$ cat src/rtl/settle_timer.sv
// Loadable down-counter; expire is high in the last cycle of the settle window.
module settle_timer #(
  parameter int unsigned CYCLES = 100
) (
  input  logic clk,
  input  logic rst_n,
  input  logic load,
  output logic expire_c
);

  localparam int unsigned CW = $clog2(CYCLES + 1);

  logic [CW-1:0] count;

  always_ff @(posedge clk or negedge rst_n) begin
    if (!rst_n) begin
      count <= '0;
    end else if (load) begin
      count <= CW'(CYCLES);
    end else if (count != '0) begin
      count <= count - CW'(1);
    end
  end

  assign expire_c = (count == CW'(1));

endmodule

$ cat config.mk
export PLATFORM = sky130hd
export DESIGN_NAME = settle_timer
export DESIGN_NICKNAME = d
export VERILOG_FILES = /design/src/rtl/settle_timer.sv
export SDC_FILE = /design/constraint.sdc
export NUM_CORES = 1
export LEC_CHECK = 0
export ABC_AREA = 1
export CAP_MARGIN = 20
export CORE_AREA = 4 4 41 43
export CTS_CLUSTER_DIAMETER = 150
export DETAILED_ROUTE_END_ITERATION = 8
export DIE_AREA = 0 0 45 47
export GPL_TIMING_DRIVEN = 0
export SLEW_MARGIN = 20
export SYNTH_ARGS = -nofsm -noshare
export SYNTH_HDL_FRONTEND = slang
export SYNTH_SLANG_ARGS = --single-unit
$ cat constraint.sdc
create_clock -name clk -period 1.32 [get_ports clk]
set_input_delay 0.33 -clock clk [delete_from_list [all_inputs] [get_ports clk]]
set_output_delay 0.33 -clock clk [all_outputs]
set_load 0.005 [all_outputs]
==> qor.yml <==
status: "complete, but fails checks"
violations: "negative setup slack"
antenna_left: 0
regMostFlops: "count"
synth-compound-area-share_pct: 9.68
fmax_mhz: 689
fin_crit_sh_pct: 110
die_height_um: 47
met2_length_um: 399
ir_worst_vdd_mv: 0.546
grt_first_pass_wirelength_mm: 1.35
wl_met1_um: 388
rsz0062_at_grt: "yes"
tightest_slew_ps: 339
start_util_pct: 35.8
setup-violations-final: 1
wl_per_cell_um: 9.96
fillers: 136
cts_buffers: 3
core_um2: 1300
clockBufferDepth: 2
die_area_um2: 2120
dp_hpwl_um: 609
finalPower_uw: 617
multi_input_area_um2: 251
ys_ff_latch: 7
grt_pass1_vias: 328
p_per_area_nw_per_um2: 1030
syn-cell-area_um2: 465
syn_to_final_growth_pct: 28.5
grt_usage_pct: 9.53
drc: 0
arrival_ps: 1120
antenna_found_initial: 0
reg2reg_slack_ps: 50
critPathLaunchType: "register"
cp_max_fo: 3
crit_type: "register to output pin"
cts_max_level: 1
yosys.area_share.simple_pct: 38.4
largest_reg_flops: 7
dr.pass1.iters: 2
yosysWarnings: 0
drv_cap: 0
required_ps: 990
grt_overflow_total: 0
dpl.cell_count: 71
gp_congestion: 0.777
wl_um: 827
synth_top_family_by_area: "simple AND/OR/NAND/NOR gates"
period_needed_ps: 1450
clock_latency_ps: 260
hp-class: "primary input to asynchronous set/reset pin"
fin_skew_ps: 9.58
end_kind: "output pin"
seq_area_frac_synth_pct: 37.6
fin_ws_ps: -130
rows: 13
final_cells: 83
synthDistinctLibCells: 14
synth_mux_area_share_pct: 0
synth_xor_area_share_pct: 0
clock-sinks: 7
root_buffer: "clkbuf_4"
top_layer_used: "met4"
syn_nets: 58
grt_max_degree: 8
syn_area_per_cell_um2: 8.78
wl_met3_um: 21
drive_above_1_share_pct: 45.6
synthAdderAreaFrac_pct: 5.38
leakage_uw: 0.000324
largestRegisters: "count x7"
cts_tree: "done"
antenna_cells: 0
finalMaxSlewViolations: 0
fin_nets: 74
layout.area.seq_um2: 175
pin_count: 4
io_buffer_count: 3
hold_viol_final: 0
place_ws_ps: -324
path_clk_slew_ps: 60
cts_hold_buf: 0
avgViaCountPerCell: 4.29
syn_inst: 53
slew_headroom_pct: 77.3
drt_iter0_drc: 5
dr_total_vias: 356
dieWidth_um: 45
final.setup.tns_ps: -130
[layout make-up]
type                    instances  area share (%)
clock buffers                   4            4.39
inverters                      11            6.90
multi-input cells              35            42.1
flip-flops and latches          7            29.3
well taps                      15            3.14
repair buffers                 11            14.2
[worst max-delay path, cell delays in order (launching register included)]
cell	delay, ps
dfrtp_1	380
inv_2	80
ha_1	150
nand2_1	50
nor2_1	90
buf_2	110
[cell families after synthesis]
logic type               Yosys count
AND/OR/NAND/NOR                   27
buffers and inverters             11
flip-flops                         7
AO/OA/AOI/OAI                      6
adder cells (fa/ha/maj)            2
[routing by layer]
metal  track usage (%)  vias to the layer above
li1                  -                      195
met1              10.6                      155
met2              15.0                        4
met3              2.30                        2
met4              8.77                        0
met5                 0                        -
[worst paths after layout]
kind                                      start                   end  depth (start not counted)
min reg2reg                count[5]$_DFFE_PN0P_  count[5]$_DFFE_PN0P_                          2
max reg2reg                count[0]$_DFFE_PN0P_  count[5]$_DFFE_PN0P_                          7
max in group asynchronous                 rst_n  count[4]$_DFFE_PN0P_                          1
min in group clk           count[5]$_DFFE_PN0P_  count[5]$_DFFE_PN0P_                          2
min                                       rst_n  count[0]$_DFFE_PN0P_                          1
max                        count[1]$_DFFE_PN0P_              expire_c                          5
[report_power, final]
group | internal (uW) | switching [uW]
Combinational | 71.9 | 95.5
Sequential | 234 | 16.3
Clock | 116 | 83.3
[layout by cell type (no fill, tap or decap)]
cell type / count
clkdlybuf4s50_1: 2
nand3_1: 7
nand2_1: 9
o21ai_2: 3
nand2_4: 3
ha_1: 1
clkbuf_4: 3
inv_1: 3
ha_2: 1
a21oi_1: 1
clkbuf_1: 1
nor2_1: 5
o21ai_1: 1
buf_2: 1
nor2_8: 2
nand3_4: 1
dfrtp_1: 7
inv_2: 8
buf_4: 8
a21oi_2: 1
[Yosys cell counts (all sizes together)]
master | number | area share [%]
a21oi | 2 | 3.0
dfrtp | 7 | 38
ha | 2 | 5.4
inv | 11 | 8.9
nand2 | 12 | 15
nand3 | 8 | 11
nor2 | 7 | 13
o21ai | 4 | 6.7
[repair_timing]
item,CTS,global route
setup endpoints to repair,8,8
gates resized for setup,8,1
buffers inserted,2,6
pin swaps,2,3
[metrics by stage]
step | utilization, % | instance area, um^2 | hold slack, ps
after global routing | 46.0 | 598 | 355
after global placement | 39.5 | 514 | 487
after floorplan | - | 465 | 34.4
final | 46.0 | 598 | 339
after CTS | 42.3 | 551 | 347
after detailed placement | 39.5 | 514 | 497
(Power assumes the default switching activity.)
